### src/rtl/arith_op_driver.sv
// Initiator-side sequencer for a fixed-latency registered arithmetic unit:
// accepts commands, drives and holds operands, waits LAT edges, returns the result.
module arith_op_driver #(
  parameter int unsigned LAT   = 2,
  parameter int unsigned CNT_W = 16
) (
  input  logic              clk,
  input  logic              rst,
  input  logic              cmd_valid,
  output logic              cmd_ready,
  input  logic [31:0]       cmd_a,
  input  logic [31:0]       cmd_b,
  input  logic [1:0]        cmd_op,
  output logic [31:0]       alu_a,
  output logic [31:0]       alu_b,
  output logic [1:0]        alu_sel,
  input  logic [31:0]       alu_r,
  output logic              res_valid,
  input  logic              res_ready,
  output logic [31:0]       res_data,
  output logic [1:0]        res_op,
  output logic              res_err,
  output logic [CNT_W-1:0]  op_count
);

  typedef enum logic [1:0] {
    ST_IDLE = 2'd0,
    ST_WAIT = 2'd1,
    ST_DONE = 2'd2
  } state_e;

  localparam logic [3:0] LAT_V = 4'(LAT);

  state_e             state_q;
  logic [3:0]         cnt_q;
  logic               err_q;
  logic [31:0]        alu_a_q;
  logic [31:0]        alu_b_q;
  logic [1:0]         alu_sel_q;
  logic [31:0]        res_data_q;
  logic [1:0]         res_op_q;
  logic               res_err_q;
  logic [CNT_W-1:0]   op_count_q;

  logic               cmd_ready_s;
  logic               accept_s;
  logic               res_hs_s;
  logic               div_zero_s;

  // Handshake decode; cmd_ready depends on res_ready but never on cmd_valid.
  always_comb begin
    cmd_ready_s = 1'b0;
    res_hs_s    = 1'b0;
    if (state_q == ST_IDLE) begin
      cmd_ready_s = 1'b1;
    end else if (state_q == ST_DONE) begin
      cmd_ready_s = res_ready;
      res_hs_s    = res_ready;
    end else begin
      cmd_ready_s = 1'b0;
      res_hs_s    = 1'b0;
    end
    accept_s   = cmd_valid & cmd_ready_s;
    div_zero_s = (cmd_op == 2'b11) && (cmd_b == 32'd0);
  end

  // Sequencer FSM with all outputs held in registers.
  always_ff @(posedge clk or negedge rst) begin
    if (!rst) begin
      state_q    <= ST_IDLE;
      cnt_q      <= 4'd0;
      err_q      <= 1'b0;
      alu_a_q    <= 32'd0;
      alu_b_q    <= 32'd0;
      alu_sel_q  <= 2'b00;
      res_data_q <= 32'd0;
      res_op_q   <= 2'b00;
      res_err_q  <= 1'b0;
      op_count_q <= {CNT_W{1'b0}};
    end else begin
      case (state_q)
        ST_IDLE: begin
          if (accept_s) begin
            state_q <= ST_WAIT;
          end
        end
        ST_WAIT: begin
          if (cnt_q == 4'd0) begin
            res_data_q <= alu_r;
            res_op_q   <= alu_sel_q;
            res_err_q  <= err_q;
            state_q    <= ST_DONE;
          end else begin
            cnt_q <= cnt_q - 4'd1;
          end
        end
        ST_DONE: begin
          if (res_hs_s) begin
            op_count_q <= op_count_q + {{(CNT_W-1){1'b0}}, 1'b1};
            state_q    <= accept_s ? ST_WAIT : ST_IDLE;
          end
        end
        default: begin
          state_q <= ST_IDLE;
        end
      endcase
      // Operands only move on acceptance, so the unit sees stable inputs.
      if (accept_s) begin
        alu_a_q   <= cmd_a;
        alu_b_q   <= cmd_b;
        alu_sel_q <= cmd_op;
        err_q     <= div_zero_s;
        cnt_q     <= LAT_V;
      end
    end
  end

  assign cmd_ready = cmd_ready_s;
  assign alu_a     = alu_a_q;
  assign alu_b     = alu_b_q;
  assign alu_sel   = alu_sel_q;
  assign res_valid = (state_q == ST_DONE);
  assign res_data  = res_data_q;
  assign res_op    = res_op_q;
  assign res_err   = res_err_q;
  assign op_count  = op_count_q;

endmodule

### config.mk
export PLATFORM = sky130hd
export DESIGN_NAME = arith_op_driver
export DESIGN_NICKNAME = d
export VERILOG_FILES = /design/src/rtl/arith_op_driver.sv
export SDC_FILE = /design/constraint.sdc
export NUM_CORES = 1
export LEC_CHECK = 0
export CORE_ASPECT_RATIO = 2
export CORE_MARGIN = 3
export CORE_UTILIZATION = 35
export CTS_BUF_LIST = sky130_fd_sc_hd__clkbuf_8
export CTS_CLUSTER_DIAMETER = 30
export CTS_CLUSTER_SIZE = 8
export DETAILED_ROUTE_END_ITERATION = 16
export PLACE_DENSITY = 0.72
export SYNTH_ARGS = -nofsm -noshare
export SYNTH_HDL_FRONTEND = slang
export SYNTH_SLANG_ARGS = --single-unit
### constraint.sdc
create_clock -name clk -period 2.2 [get_ports clk]
set_clock_uncertainty 0.15 [all_clocks]
set_input_delay 0.22 -clock clk [delete_from_list [all_inputs] [get_ports clk]]
set_output_delay 0.22 -clock clk [all_outputs]
set_load 0.02 [all_outputs]
# After elaboration in Yosys (flattened, before gate mapping)
# Index checks and enable logic that the tools add are counted.
[totals] inputBits=102 wordCells=40 output_inout_bits=119 ff_bits=124
[op_classes] n_eq_ne=7 bitwise=1 n_mux=11 n_addsub=2 n_reduce_logical=9
[ops] op="logical NOT 32 bit" n=1
[ops] op="adder 16 x 1 -> 16 bit (second input constant)" n=1
[ops] op="two-way mux 4 bit" n=3
[ops] op="two-way mux 2 bit" n=3
[ops] op="!= test 2 bit (second input constant)" n=3
[ops] op="one-hot mux 2 bit (3 select lines)" n=1
[ops] op="AND reduction 2 bit" n=3
[ops] op="== test 2 bit (second input constant)" n=2
[ops] op="logical NOT 4 bit" n=1
[ops] op="two-way mux 1 bit" n=4
[ops] op="subtractor 4 x 1 -> 4 bit (second input constant)" n=1
[ops] op="AND reduction 3 bit" n=1
[ops] op="== test 2 x 1 -> 1 bit (second input constant)" n=1
[ops] op="logical NOT 2 bit" n=1
[ops] op="!= test 2 x 1 -> 1 bit (second input constant)" n=1
[ops] op="nonzero test 2 bit" n=1
[ops] op="AND 1 bit" n=1
[ops] op="logical AND 1 bit" n=1

# Logic depth before layout (Yosys ltp)
[logic_depth] ltp_word=7 mapped_depth=7 ltp_nobuf=6

# Worst setup path before layout
# OpenSTA, ideal clock, no wires.
[synth_path] path_type="flip-flop to flip-flop" startpoint="register cnt_q[0]" endpoint="register res_data_q[10], in the netlist res_data[10]" arrival_ns=1.869 path_stages_with_launch=8 required_time_ns=1.925 setup_time_ns=0.125 path_slack_ns=0.056 n_path_buf=2 period_less_slack_ns=2.144 cell_sequence="dfrtp_1 inv_1 ha_1 or3b_4 or3_1 buf_6 buf_12 mux2_4"
[synth_via] elab_chain_cells=2
[synth_rtl] item="start: declaration" line="35" rtl="logic [3:0] cnt_q;"
[synth_rtl] item="start signal: assignment" line="94" rtl="cnt_q <= cnt_q - 4'd1;"
[synth_rtl] item="logical NOT 4 bit" line="88" rtl="if (cnt_q == 4'd0) begin"
[synth_rtl] item="AND reduction 2 bit (no source line)"
[synth_rtl] item="end signal: assignment" line="89" rtl="res_data_q <= alu_r;"
[synth_rtl] item="end: declaration" line="40" rtl="logic [31:0] res_data_q;"
# No other way between the ends.
# A chain may end at the register's enable or synchronous reset.

# Worst setup path in the final report
[layout_path] startpoint="register cnt_q[1]" endpoint="register res_data_q[24], in the netlist res_data[24]"
# Same word-level chain as after synthesis.

==> impl_results.md <==
- Post-route setup slack: 0.0700 ns
- Avg WL per Cell: 17.0 microns
- Pleak: 0.00341 uW
- GRT overflow: 0
- Largest net degree at the start of global routing: 73
- Post-layout minimum cycle time: 2.13 ns
- Final Hold Fails: 0
- Final nets: 666
- Core box area: 0.0140 sq mm
- Unrepaired setup endpoints after global routing: false
- Fin crit share: 0.968
- R2R depth: 6
- Critical Path AT: 2.29 ns
- Final instance area: 0.00788 sq mm
- Mux cell area share after synthesis: 0.252
- Gpl congestion: 0.733
- #FFs+latches synth: 124
- Critical path's slowest cell: dfrtp_1
- Vias in the first global route: 3941
- Worst slew pin tran: 0.400 ns
- CTS root buffer: clkbuf_8
- Routed Antenna Nets: 0
- Most common cell in the synthesized netlist: dfrtp_1
- # diodes: 0
- Layout cell share with drive strength beyond 1: 0.258
- Area contributors post-synth: dfrtp_1, mux2_2, mux2_4, xnor2_1, buf_12
- 1st-iter DRT viols: 46
- First-pass iteration count of the detailed router: 4
- Simple-gate share of the synthesized area: 0.0511
- Post-CTS setup buffers: 0
- Synth top area share: 0.622
- XOR/XNOR Fraction of Synth Area: 0.0316
- Peak supply drop: 0.000630 V
- Post-synthesis adder-cell area fraction: 0.00752
- Filler cell count: 1192
- Vert. Die Dim: 175 microns
- Die Area: 0.0158 sq mm
- IO Count: 221
- Final setup vio count: 0
- Met1 usage: 0.158
- Placed cells: 729
- Post-synth cell types: 29
- Sink Count: 124
- Critical Path RT: 2.36 ns
- Pins Over Slew Limit: 0
- Final Core Density: 0.564
- Global routing usage on met3: 0.0517
- Max-Cap Viols: 0
- Top post-synthesis cells by count: dfrtp_1, mux2_2, mux2_4
- Clock tree buffer depth: 2
- Synth Cell Area: 0.00499 sq mm
- Yosys synthesis warning count: 0
- CP Capture Type: register
- GR peak layer: met2
- Power Dens Cells: 1460 mW/mm^2
- Syn_nets: 425
- Worst hold path class: input pin to async pin
- Primary FF master, synth: dfrtp_1
- Vias: 3556
- Worst slack, placed: -0.0520 ns
- Gate Count Post-Synth: 320
- FP Rows: 61
- Synth-to-Final Area Change: 57.8%
- Sequential area share after synthesis: 0.622
- Dominant cell type by area after synthesis: dfrtp_1
- GR Util met2: 0.316
- Largest family of logic cells by synthesized area: multiplexers
- Buffers on Ports: 220
- Finished Layout Cells: 763
- Post-synth ARST share: 1.00
- Chip width: 90.4 microns
- Average cell area after synthesis: 15.6 sq um
- First-pass GRT wire length: 20.5 mm
- Hpwl dp: 9.65 mm
- H-tree depth: 4
- Drt via density: 4.66
- Setup crit start kind: register
- Crit path cell chain: inv_1 -> ha_1 -> or3b_4 -> or3_4 -> buf_4 -> mux2_4
- Worst-path clk slew: 0.08 ns
- GR Util All Layers: 0.166
- R2R Setup Slk: 0.07 ns
- Slowest stage delay, CP: 0.39 ns
- DRC viols: 0
- Worst r2r src: cnt_q[1]$_DFFE_PN0P_
- Post-synth EDFFs: 0
- Worst reg2reg path endpoint: res_data[24]$_DFFE_PN0P_
- CP Class: register to register
- Synth Area in Compound Gates: 0.00978
- Clk_lat worst skew: 0.42 ns
- Effective utilization at floorplan: 0.357
- Outcome: finished clean
- CTS tree: done
- Critical Path Fanout Max: 7
- Maximum clock frequency: 0.469 GHz
- Max_slew headroom: 0.733
- Initial antenna violation count: 0
- CTS buffer count: 17
- Post-DP Area: 0.00744 sq mm
- Drt total wl: 12.9 mm
[timing repair]
| item | CTS | global route |
|---|---|---|
| cloned | 1 | 0 |
| hold buffers | 1 | 0 |
| pin swaps | 1 | 1 |
| endpoints found under the setup margin | 37 | 32 |
| hold endpoints to repair | 124 | 0 |
| gates resized for setup | 4 | 0 |
[worst max path at each step]
stage / startpoint / end / slack, ns
final: cnt_q[1]$_DFFE_PN0P_ / res_data[24]$_DFFE_PN0P_ / 0.07
after global routing: cnt_q[1]$_DFFE_PN0P_ / res_data[26]$_DFFE_PN0P_ / 0.002
after detailed placement: cnt_q[1]$_DFFE_PN0P_ / res_data[29]$_DFFE_PN0P_ / -0.05
after global placement: cnt_q[0]$_DFFE_PN0P_ / res_data[10]$_DFFE_PN0P_ / 0.02
after floorplan: cnt_q[0]$_DFFE_PN0P_ / res_data[10]$_DFFE_PN0P_ / 0.06
after CTS: cnt_q[1]$_DFFE_PN0P_ / res_data[29]$_DFFE_PN0P_ / 0.007
[area by class of cell]
class / count / area (sq um) / share of cell area
Multi-Input combinational cell: 178 / 1760 / 0.224
Timing Repair Buffer: 233 / 2350 / 0.299
Clock buffer: 18 / 248 / 0.0315
Tap cell: 189 / 236 / 0.0300
Sequential cell: 124 / 3100 / 0.394
Inverter: 7 / 26.3 / 0.00334
Clock inverter: 14 / 146 / 0.0186
[through the flow]
step	total power (uW)	hold WS [ns]	TNS, ns
2_1_floorplan	6920	-0.226	0
3_3_place_gp	9470	0.000145	0
3_5_place_dp	9620	0.00113	-1.08
4_1_cts	11700	0.108	0
5_1_grt	12100	0.109	0
6_report	11500	0.111	0
[critical path, delay by kind of cell, from the launching register on]
family / cells / cell delay (ns)
buffers and inverters: 2 / 0.29
multiplexers: 1 / 0.30
flip-flops: 1 / 0.39
adder cells (fa/ha/maj): 1 / 0.14
AND/OR/NAND/NOR: 2 / 0.76
[state kept, by name, indices dropped and copies added, names as in the netlist]
register  count
alu_a        32
res_op        2
res_data     32
op_count     16
alu_b        32
cnt_q         4
alu_sel       2
err_q         1
state_q       2
res_err       1
[report_power, final]
part / internal [uW] / total, uW / switching, uW
clock: 1040 / 1980 / 947
sequential: 3310 / 3870 / 558
combinational: 3150 / 5680 / 2520
[layer usage]
layer / vias to the layer above / share of wire
met2: 152 / 0.56
met1: 1761 / 0.34
met3: 28 / 0.069
li1: 1615 / -
met5: - / 0
met4: 0 / 0.031
[placed cells by master (no fill, tap or decap)]
cell,netlist,layout
a21oi_1,4,4
inv_6,0,2
inv_1,7,8
mux2_2,73,73
clkinv_2,0,2
and4_1,1,1
o211ai_1,2,2
or3_4,0,1
nand3_1,10,10
nor2b_1,1,1
o21ai_0,1,1
buf_16,0,1
mux2_4,29,29
clkbuf_8,0,18
bufinv_16,0,2
dfrtp_1,124,124
nand2b_1,1,1
and3_1,1,1
or4_1,1,1
or3b_4,1,1
nand2_1,9,9
buf_4,0,9
clkinvlp_4,0,5
buf_12,3,3
nor2_1,3,3
nor4_1,8,8
and2_1,1,1
nand4_1,5,5
a22o_1,1,1
xor2_1,5,5
clkdlybuf4s50_1,0,217
nor3_1,4,4
ha_1,3,3
dlygate4sd3_1,0,1
dlygate4sd2_1,0,2
xnor2_1,13,13
clkinv_4,0,2
[cells by family (layout without fill, tap and decap cells)]
logic type | Yosys count | in the layout
and+or+nand+nor | 47 | 47
muxes | 102 | 102
AOI/OAI and AO/OA | 8 | 8
DFF | 124 | 124
adders and majority gates | 3 | 3
xor gates and xnor gates | 18 | 18
buffers and inverters | 18 | 272
Note: power is estimated with default switching activity, not from simulation.
